### src/rtl/vga_timing_gen.sv
// vga_timing_gen
//   Display timing generator for the 1024x768 world map. Free-running
//   horizontal/vertical counters drive the pixel coordinates consumed by the
//   painting stages. Sync, blanking and frame/line markers are registered and
//   decoded from the next-count value, so they describe the coordinates shown
//   in the same cycle.
//
// Ports
//   clock         in   pixel clock (65 MHz for the default timing)
//   reset         in   synchronous, active-high
//   pixel_column  out  [11:0] horizontal count, 0..H_TOTAL-1
//   pixel_row     out  [11:0] vertical count,   0..V_TOTAL-1
//   horiz_sync    out  horizontal sync, SYNC_POL level when active
//   vert_sync     out  vertical sync, SYNC_POL level when active
//   video_on      out  high only inside the visible region
//   frame_start   out  one-cycle pulse at count (0,0)
//   line_start    out  one-cycle pulse at every pixel_column == 0
//
// Build option
//   TIMING_ROM_ALIGN_EN : adds one register stage on the decoded outputs so
//   they lag the counters by one clock, matching block-ROM sprite latency.

module vga_timing_gen #(
  parameter int unsigned H_ACTIVE = 1024,
  parameter int unsigned H_FRONT  = 24,
  parameter int unsigned H_SYNC   = 136,
  parameter int unsigned H_BACK   = 160,
  parameter int unsigned V_ACTIVE = 768,
  parameter int unsigned V_FRONT  = 3,
  parameter int unsigned V_SYNC   = 6,
  parameter int unsigned V_BACK   = 29,
  parameter bit          SYNC_POL = 1'b0
) (
  input  logic        clock,
  input  logic        reset,
  output logic [11:0] pixel_column,
  output logic [11:0] pixel_row,
  output logic        horiz_sync,
  output logic        vert_sync,
  output logic        video_on,
  output logic        frame_start,
  output logic        line_start
);

  localparam logic [11:0] H_LAST     = 12'(H_ACTIVE + H_FRONT + H_SYNC + H_BACK - 1);
  localparam logic [11:0] V_LAST     = 12'(V_ACTIVE + V_FRONT + V_SYNC + V_BACK - 1);
  localparam logic [11:0] H_VIS      = 12'(H_ACTIVE);
  localparam logic [11:0] V_VIS      = 12'(V_ACTIVE);
  localparam logic [11:0] H_SYNC_BEG = 12'(H_ACTIVE + H_FRONT);
  localparam logic [11:0] H_SYNC_END = 12'(H_ACTIVE + H_FRONT + H_SYNC - 1);
  localparam logic [11:0] V_SYNC_BEG = 12'(V_ACTIVE + V_FRONT);
  localparam logic [11:0] V_SYNC_END = 12'(V_ACTIVE + V_FRONT + V_SYNC - 1);

  logic [11:0] h_next;
  logic [11:0] v_next;

  logic hs_d, vs_d, vid_d, fs_d, ls_d;
  logic hs_q, vs_q, vid_q, fs_q, ls_q;

  // Next-count computation; the vertical counter only moves on a line wrap.
  always_comb begin
    h_next = pixel_column + 12'd1;
    v_next = pixel_row;
    if (pixel_column == H_LAST) begin
      h_next = '0;
      if (pixel_row == V_LAST) begin
        v_next = '0;
      end else begin
        v_next = pixel_row + 12'd1;
      end
    end
  end

  // Decode from the next count so the registered flags line up with the
  // counter value they are loaded alongside.
  always_comb begin
    vid_d = (h_next < H_VIS) && (v_next < V_VIS);
    hs_d  = ((h_next >= H_SYNC_BEG) && (h_next <= H_SYNC_END)) ? SYNC_POL : ~SYNC_POL;
    vs_d  = ((v_next >= V_SYNC_BEG) && (v_next <= V_SYNC_END)) ? SYNC_POL : ~SYNC_POL;
    ls_d  = (h_next == '0);
    fs_d  = (h_next == '0) && (v_next == '0);
  end

  always_ff @(posedge clock) begin
    if (reset) begin
      pixel_column <= H_LAST;
      pixel_row    <= V_LAST;
      hs_q         <= ~SYNC_POL;
      vs_q         <= ~SYNC_POL;
      vid_q        <= 1'b0;
      fs_q         <= 1'b0;
      ls_q         <= 1'b0;
    end else begin
      pixel_column <= h_next;
      pixel_row    <= v_next;
      hs_q         <= hs_d;
      vs_q         <= vs_d;
      vid_q        <= vid_d;
      fs_q         <= fs_d;
      ls_q         <= ls_d;
    end
  end

`ifdef TIMING_ROM_ALIGN_EN
  // Extra stage: decoded flags trail the coordinates by one clock.
  always_ff @(posedge clock) begin
    if (reset) begin
      horiz_sync  <= ~SYNC_POL;
      vert_sync   <= ~SYNC_POL;
      video_on    <= 1'b0;
      frame_start <= 1'b0;
      line_start  <= 1'b0;
    end else begin
      horiz_sync  <= hs_q;
      vert_sync   <= vs_q;
      video_on    <= vid_q;
      frame_start <= fs_q;
      line_start  <= ls_q;
    end
  end
`else
  always_comb begin
    horiz_sync  = hs_q;
    vert_sync   = vs_q;
    video_on    = vid_q;
    frame_start = fs_q;
    line_start  = ls_q;
  end
`endif

endmodule
### config.mk
export PLATFORM = sky130hd
export DESIGN_NAME = vga_timing_gen
export DESIGN_NICKNAME = d
export VERILOG_FILES = /design/src/rtl/vga_timing_gen.sv
export SDC_FILE = /design/constraint.sdc
export NUM_CORES = 1
export LEC_CHECK = 0
export ABC_AREA = 1
export BUFFER_PORTS_ARGS = -buffer_cell sky130_fd_sc_hd__buf_2
export CORE_MARGIN = 3
export CORE_UTILIZATION = 52
export CTS_BUF_LIST = sky130_fd_sc_hd__clkbuf_8
export DETAILED_ROUTE_END_ITERATION = 12
export GPL_TIMING_DRIVEN = 1
export PLACE_DENSITY_LB_ADDON = 0.25
export SYNTH_ARGS = -nofsm -noshare
export SYNTH_HDL_FRONTEND = slang
export SYNTH_SLANG_ARGS = --single-unit
export TNS_END_PERCENT = 30
### constraint.sdc
create_clock -name clock -period 3.2 [get_ports clock]
set_clock_uncertainty 0.05 [all_clocks]
set_input_delay 0.32 -clock clock [delete_from_list [all_inputs] [get_ports clock]]
set_output_delay 0.32 -clock clock [all_outputs]
set_load 0.01 [all_outputs]
==> flow_metrics.tcl, run 1 <==
set metrics [dict create \
    ys_ff_latch 29 \
    ys_warn_count 0 \
    hold_class "input pin to flip-flop" \
    drt_wl_total_um 4400 \
    crit_path_start_kind "flip-flop" \
    core-area_sq_um 3130 \
    status "finished, final reports clean" \
    dpl.hpwl_um 3330 \
    die_w_um 64.2 \
    layout_setup_ws_ns 1.22 \
    syn_inst 293 \
    fp.dieH_um 64.2 \
    timing.final.crit_period_ns 1.98 \
    htreeDepth 2 \
    drive_above_1_share_pct 14.0 \
    antenna_found_initial 0 \
    dp.cells 364 \
    crit_fanout 19 \
    grtUsageTotal_pct 23.1 \
    design.die.area_sq_um 4120 \
    rr_startpoint "pixel_column[0]" \
    relSlewSlack_pct 71.1 \
    grt_pass1_vias 1737 \
    grt_pass1_wl_um 7590 \
    drt_pass1_iterations 4 \
    dpl_cell_area_sq_um 1940 \
    diodes 0 \
    required_ns 3.38 \
    place_ws_ns 1.20 \
    p_leak_uw 0.00113 \
    clock-sinks 29 \
    numCtsBuffers 5 \
    avgRoutedWirePerCell_um 11.8 \
    grt-ovfl-total 0 \
    hold_buffers 0 \
    synth.distinct_cells 22 \
    maxCapViolCount 0 \
    avgSynthCellArea_sq_um 6.00 \
    vias 1882 \
    synth-seq-area-share_pct 33.0 \
    p_per_area_nw_per_um2 985 \
    ioPinCount 31 \
    nets 333 \
    avgViaCountPerCell 5.06 \
    report.final.slew_viol_count 0 \
    crit_path_start "pixel_column[0]" \
    area.growth.synth_to_final_pct 15.1 \
    clk_latency_ns 0.28 \
    ctsResizeCount 0 \
    grt_max_degree 20 \
    placementRows 20 \
    rsz0062_at_grt "false" \
    fin_setup_tns_ns 0 \
    drtAntennaViolNets 0 \
    drt-initial-drc-count 86 \
    cts-root-buf "clkbuf_8" \
    setup_viol 0 \
    crit_type "flip-flop to flip-flop" \
    crit_arrival_ns 2.15 \
    gp_congestion 0.943 \
    syn-cell-area_sq_um 1760 \
    io_buffers 30 \
    clk_path_buf_depth 2 \
    hold_viol 0 \
    max_clock_freq_ghz 0.505 \
    initial_core_util_pct 56.2 \
    final_area_sq_um 2020 \
    end_kind "flip-flop" \
    cts_setup_buffers 0 \
    cts_tree "done" \
    vdd_ir_drop_max_v 0.000488 \
    clk_pin_slew_ns 0.06 \
    hold_start "reset" \
    finalCritPeriodShare_pct 61.8 \
    drc 0 \
    final_cells 372 \
    hold_slack_ns 0.337 \
    synth_fp_nets 299 \
    worstMarginPinSlew_ns 0.433 \
]
-- layer usage --
metal,vias up,GRT usage (%),part of all wire [%]
li1,974,-,-
met1,834,31.3,47
met2,67,36.4,44
met3,7,4.92,8.3
met4,0,7.92,1.0
met5,-,0,0
-- cells by family (layout without fill, tap and decap cells) --
logic type	after synthesis	after routing	synth area share (%)
compound gates	8	8	2.42
flops	29	29	33.0
buf+inv	44	79	10.0
simple gates	204	204	49.7
xor+xnor	4	4	1.99
fa+ha+maj	4	4	2.85
-- state kept, by name (all words and copies together) (netlist names) --
signal        cells
pixel_column     12
video_on          1
pixel_row        12
vert_sync         1
line_start        1
horiz_sync        1
frame_start       1
-- placed cells by master, fill, tap and decap left out --
cell type	synthesis	final
nand2_1	93	93
ha_1	4	4
nor2_1	56	56
nor3_1	6	6
nor2_8	1	1
o21ai_1	1	1
nand4_1	6	6
o21ai_0	4	4
a21oi_1	2	2
xor2_1	4	4
and2_1	1	1
buf_2	0	30
nor3_2	1	1
clkbuf_8	0	5
nand2_2	2	2
nor2_2	2	2
o21bai_1	1	1
nor2_4	1	1
clkinv_2	0	2
inv_1	39	40
inv_2	2	2
dfxtp_1	29	29
nand3_1	35	35
-- report_power, final --
part | leakage [uW] | switching [uW] | internal (uW)
clock | 0.0000491 | 144 | 147
combinational | 0.000845 | 740 | 375
sequential | 0.000237 | 127 | 460
-- critical path, stage by stage (launching register included) --
cell and delay (ns):
dfxtp_1 0.39, ha_1 0.26, nand2_2 0.10, nor2_4 0.12
nand2_2 0.09, nor2_8 0.25, nand2_1 0.15, nand3_1 0.17
nand2_1 0.09, nor2_1 0.10, nand3_1 0.08, nor2_1 0.07
-- stage by stage --
stage	util, %	power, uW
detailed placement	62.1	1690
finish	64.7	1990
global route	64.7	2190
global placement	62.1	1680
CTS	64.7	1990
floorplan	-	1420
-- worst paths after layout --
| path | endpoint | slack (ns) | cells after the start |
|---|---|---|---|
| min | pixel_row[1] | 0.34 | 2 |
| min reg2reg | pixel_column[0] | 0.48 | 1 |
| max reg2reg | frame_start | 1.22 | 11 |
| max | frame_start | 1.22 | 11 |
-- synth_stat cells, drive strengths merged --
master	n	area [sq um]
buf	1	15.0
a21oi	2	10.0
o21bai	1	7.51
nand2	95	362
inv	41	154
nor3	7	40.0
nand3	35	175
o21ai	5	25.0
clkbuf	2	7.51
nor2	60	254
nand4	6	37.5
xor2	4	35.0
ha	4	50.1
and2	1	6.26
dfxtp	29	581
-- area by class of cell --
class                   count  area, sq um
fillers                   279         1100
multi-input cells         220         1000
flip-flops and latches     29          581
inverters                  41          154
repair buffers             30          150
clock buffers               5         68.8
well taps                  44         55.1
clock inverters             3         13.8
No activity file was read; power rests on OpenSTA's default activity.
==> run 2: changes to the inputs <==
clock period = 2.1 ns   (was 3.2 ns; I/O delays follow)
==> run 2 against run 1 <==
Global-route usage down 0.20 points. Total power grew 68%. Non-clock buffer count grew 7. Sequential share of layout area down 1.5 points. Highest routed layer unchanged. Largest cell class unchanged. Critical path type unchanged. Core utilization is 3.6 points higher.
==> flow_metrics.tcl, run 2 (synthesis results as in run 1) <==
set metrics [dict create \
    final_common_cell "nand2_1" \
    fin_setup_tns_ns 0 \
    grt_pass1_wl_um 7470 \
    timing.final.crit_period_ns 1.90 \
    dp.cells 366 \
    gp_congestion 0.884 \
    min_path_cells 2 \
    placementRows 20 \
    top_regs "pixel_column x12, pixel_row x12" \
    htreeDepth 2 \
    grtUsageTotal_pct 22.9 \
    rr_worst_depth 10 \
    report.final.slew_viol_count 0 \
    final_cell_mix "nand2_1 (93), nor2_1 (56), inv_1 (40)" \
    total_power_uw 3340 \
    vdd_ir_drop_max_v 0.000973 \
    drt_pass1_iterations 4 \
    hold_viol 0 \
    status "finished, final reports clean" \
    antenna_found_initial 0 \
    numCtsBuffers 5 \
    dpl.hpwl_um 3310 \
    clk_latency_ns 0.28 \
    hold_class "input pin to flip-flop" \
    drt-initial-drc-count 102 \
    place_ws_ns 0.103 \
    drtAntennaViolNets 0 \
    drt_wl_total_um 4580 \
    drive_above_1_share_pct 16.4 \
    avgRoutedWirePerCell_um 12.1 \
    vias 1915 \
    nets 340 \
    rsz0062_at_grt "false" \
    crit_path_start_kind "flip-flop" \
    relSlewSlack_pct 76.9 \
    end_kind "flip-flop" \
    area.growth.synth_to_final_pct 21.5 \
    crit_type "flip-flop to flip-flop" \
    clock-sinks 29 \
    diodes 0 \
    crit_fanout 7 \
    drc 0 \
    fp.dieH_um 64.2 \
    maxCapViolCount 0 \
    finalCritPeriodShare_pct 90.5 \
    required_ns 2.26 \
    p_leak_uw 0.00119 \
    core-area_sq_um 3130 \
    initial_core_util_pct 56.2 \
    design.die.area_sq_um 4120 \
    ioPinCount 31 \
    worstMarginPinSlew_ns 0.345 \
    crit_arrival_ns 2.07 \
    hold_buffers 0 \
    grt_pass1_vias 1634 \
    clk_pin_slew_ns 0.06 \
    cts_tree "done" \
    final_cells 379 \
    grt-ovfl-total 0 \
    cts-root-buf "clkbuf_8" \
    grt_max_degree 20 \
    io_buffers 30 \
    layout_setup_ws_ns 0.199 \
    avgViaCountPerCell 5.05 \
    clk_path_buf_depth 2 \
    max_clock_freq_ghz 0.526 \
    die_w_um 64.2 \
    p_per_area_nw_per_um2 1560 \
    setup_viol 0 \
]
## run 2: changes by cell type in the layout (fill, tap and decap cells not counted), sizes merged
| cell | change |
|---|---|
| buf | +7 |
| bufinv | +1 |
| clkbuf | +1 |
| clkinv | -2 |
## run 2: power by group
part | internal [uW] | switching (uW) | leakage [uW]
clock network | 381 | 209 | 0.0000626
logic | 675 | 1180 | 0.000886
registers | 703 | 192 | 0.000237
## run 2: metrics by stage
step | util (%) | hold slack (ns) | cell area, sq um
global route | 68.3 | 0.266 | 2140
global placement | 62.6 | 0.455 | 1960
detailed placement | 62.6 | 0.459 | 1960
finish | 68.3 | 0.255 | 2140
floorplan | - | 0.232 | 1760
CTS | 66.3 | 0.247 | 2070
## run 2: final timing paths
path,to,slack [ns],startpoint
setup / recovery,frame_start,0.20,pixel_column[9]
hold / removal,pixel_row[3],0.25,reset
setup reg to reg,frame_start,0.20,pixel_column[9]
hold reg to reg,pixel_column[0],0.46,pixel_column[0]
## run 2: cell type report
class                   count  area (sq um)
fillers                   298           991
inverters                  41           154
clock buffers               6          82.6
clock inverters             2          33.8
multi-input cells         220          1010
well taps                  44          55.1
flip-flops and latches     29           582
repair buffers             37           215
## run 2: timing repair
item | in CTS | in global routing
resized for setup | 0 | 3
endpoints found under the hold margin | 0 | 0
setup buffers | 0 | 5
setup endpoints to repair | 0 | 5
## run 2: metal layers
metal	global-route usage [%]	wire, um
met1	31.2	2180
met2	34.5	2000
met3	6.68	306
met4	7.92	94
met5	0	0
## run 2: worst max-delay path, cell delays in order (launching register included)
cell	delay (ns)
dfxtp_1	0.33
nor2_1	0.25
nand3_1	0.26
nor2_8	0.23
buf_4	0.14
nand4_1	0.06
nand2_1	0.10
nand2_1	0.13
nor2_1	0.13
nand3_1	0.07
nor2_1	0.09
==> run 3: changes to the inputs <==
BUFFER_PORTS_ARGS = -buffer_cell sky130_fd_sc_hd__buf_4   (was -buffer_cell sky130_fd_sc_hd__buf_2)
SLEW_MARGIN = 0   (was not set)
==> run 3 against run 2 <==
Total power up 0.98%. Maximum frequency rose by 0.56%. Final cell count down 0.79%. Non-clock buffer count down 4. Critical path type unchanged. Largest power group unchanged.
==> flow_metrics.tcl, run 3 (synthesis results as in run 1) <==
set metrics [dict create \
    status "finished, final reports clean" \
    relSlewSlack_pct 76.5 \
    cts_setup_buffers 0 \
    report.final.slew_viol_count 0 \
    crit_path_start_kind "flip-flop" \
    design.die.area_sq_um 4120 \
    dp.cells 367 \
    grt_max_degree 20 \
    drtAntennaViolNets 0 \
    area.growth.synth_to_final_pct 24.0 \
    total_power_uw 3370 \
    final_cell_mix "nand2_1 (93), nor2_1 (55), inv_1 (40)" \
    ctsResizeCount 0 \
    nets 337 \
    cts-root-buf "clkbuf_8" \
    diodes 0 \
    rrSetupSlack_ns 0.21 \
    clock-sinks 29 \
    drt_wl_total_um 4600 \
    final_common_cell "nand2_1" \
    crit_type "flip-flop to flip-flop" \
    avgRoutedWirePerCell_um 12.2 \
    fill_cells 285 \
    clk_latency_ns 0.29 \
    finalCritPeriodShare_pct 90.0 \
    avgViaCountPerCell 5.04 \
    fin_setup_tns_ns 0 \
    place_ws_ns 0.168 \
    rsz0062_at_grt "false" \
    core-area_sq_um 3130 \
    drc 0 \
    holdPathEnd "pixel_column[9]" \
    drt-initial-drc-count 150 \
    grt_pass1_wl_um 7530 \
    vdd_ir_drop_max_v 0.000794 \
    timing.final.crit_period_ns 1.89 \
    cts_tree "done" \
    die_w_um 64.2 \
    vias 1894 \
    io_buffers 30 \
    hold_start "reset" \
    hold_slack_ns 0.177 \
    rr_worst_depth 12 \
    grt-ovfl-total 0 \
    p_leak_uw 0.00119 \
    maxCapViolCount 0 \
    final_cells 376 \
    grt_pass1_vias 1673 \
    p_per_area_nw_per_um2 1550 \
    antenna_found_initial 0 \
    crit_arrival_ns 2.01 \
    fp.dieH_um 64.2 \
    hold_viol 0 \
    gp_congestion 0.925 \
    worstMarginPinSlew_ns 0.350 \
    grtUsageTotal_pct 23.2 \
    drive_above_1_share_pct 16.0 \
    clk_path_buf_depth 2 \
    numCtsBuffers 5 \
    dpl.hpwl_um 3470 \
    setup_viol 0 \
    hold_class "input pin to flip-flop" \
    hold_buffers 0 \
    ioPinCount 31 \
    initial_core_util_pct 56.2 \
    drt_pass1_iterations 5 \
    max_clock_freq_ghz 0.529 \
    end_kind "flip-flop" \
    layout_setup_ws_ns 0.210 \
    rr_startpoint "pixel_column[1]" \
    r2r_end "vert_sync" \
    top_regs "pixel_column x12, pixel_row x12" \
    crit_fanout 9 \
    placementRows 20 \
    required_ns 2.22 \
    min_path_cells 2 \
    htreeDepth 2 \
    clk_pin_slew_ns 0.06 \
]
-- run 3: layout make-up --
type / count / area, sq um / share of cell area [%]
Tap cell: 44 / 55.1 / 2.52
Clock inverter: 2 / 33.8 / 1.55
Timing Repair Buffer: 33 / 248 / 11.4
Sequential cell: 29 / 581 / 26.6
Clock buffer: 6 / 82.6 / 3.78
Multi-Input combinational cell: 221 / 1030 / 47.1
Inverter: 41 / 154 / 7.05
-- run 3: power breakdown --
group | switching (uW) | internal, uW | total [uW]
clock | 212 | 381 | 594
sequential | 188 | 702 | 889
combinational | 1210 | 679 | 1890
total | 1610 | 1760 | 3370
-- run 3: routing by layer --
layer	vias to the layer above	track usage [%]	share of wire (%)
met2	73	35.9	45
met1	834	31.9	46
met4	0	8.71	1.3
met5	-	0	0
li1	980	-	-
met3	7	4.39	8.1
-- run 3: worst max-delay path by stage --
stage	startpoint	end	depth (start not counted)
after floorplan	pixel_column[0]	vert_sync	10
after global placement	pixel_column[1]	frame_start	11
after detailed placement	pixel_column[1]	frame_start	11
after CTS	pixel_column[1]	frame_start	11
after global routing	pixel_row[0]	frame_start	10
final	pixel_column[1]	vert_sync	12
-- run 3: stage by stage --
stage	instance area, sq um	util, %
after global routing	2180	69.8
final	2180	69.8
after detailed placement	2040	65.2
after global placement	2040	65.2
after floorplan	1760	-
after CTS	2160	68.9
-- run 3: critical path, cell delays in order, from the launching register on --
cell and delay (ns):
dfxtp_1 0.38, ha_2 0.23, nand2_2 0.09, nor2_4 0.12, nand2_2 0.13, nor2_4 0.22, nand2_1 0.08, nand2_1 0.06
nand2_1 0.08, nor2_1 0.12, nor2_1 0.05, nor2_1 0.09, nand3_1 0.07
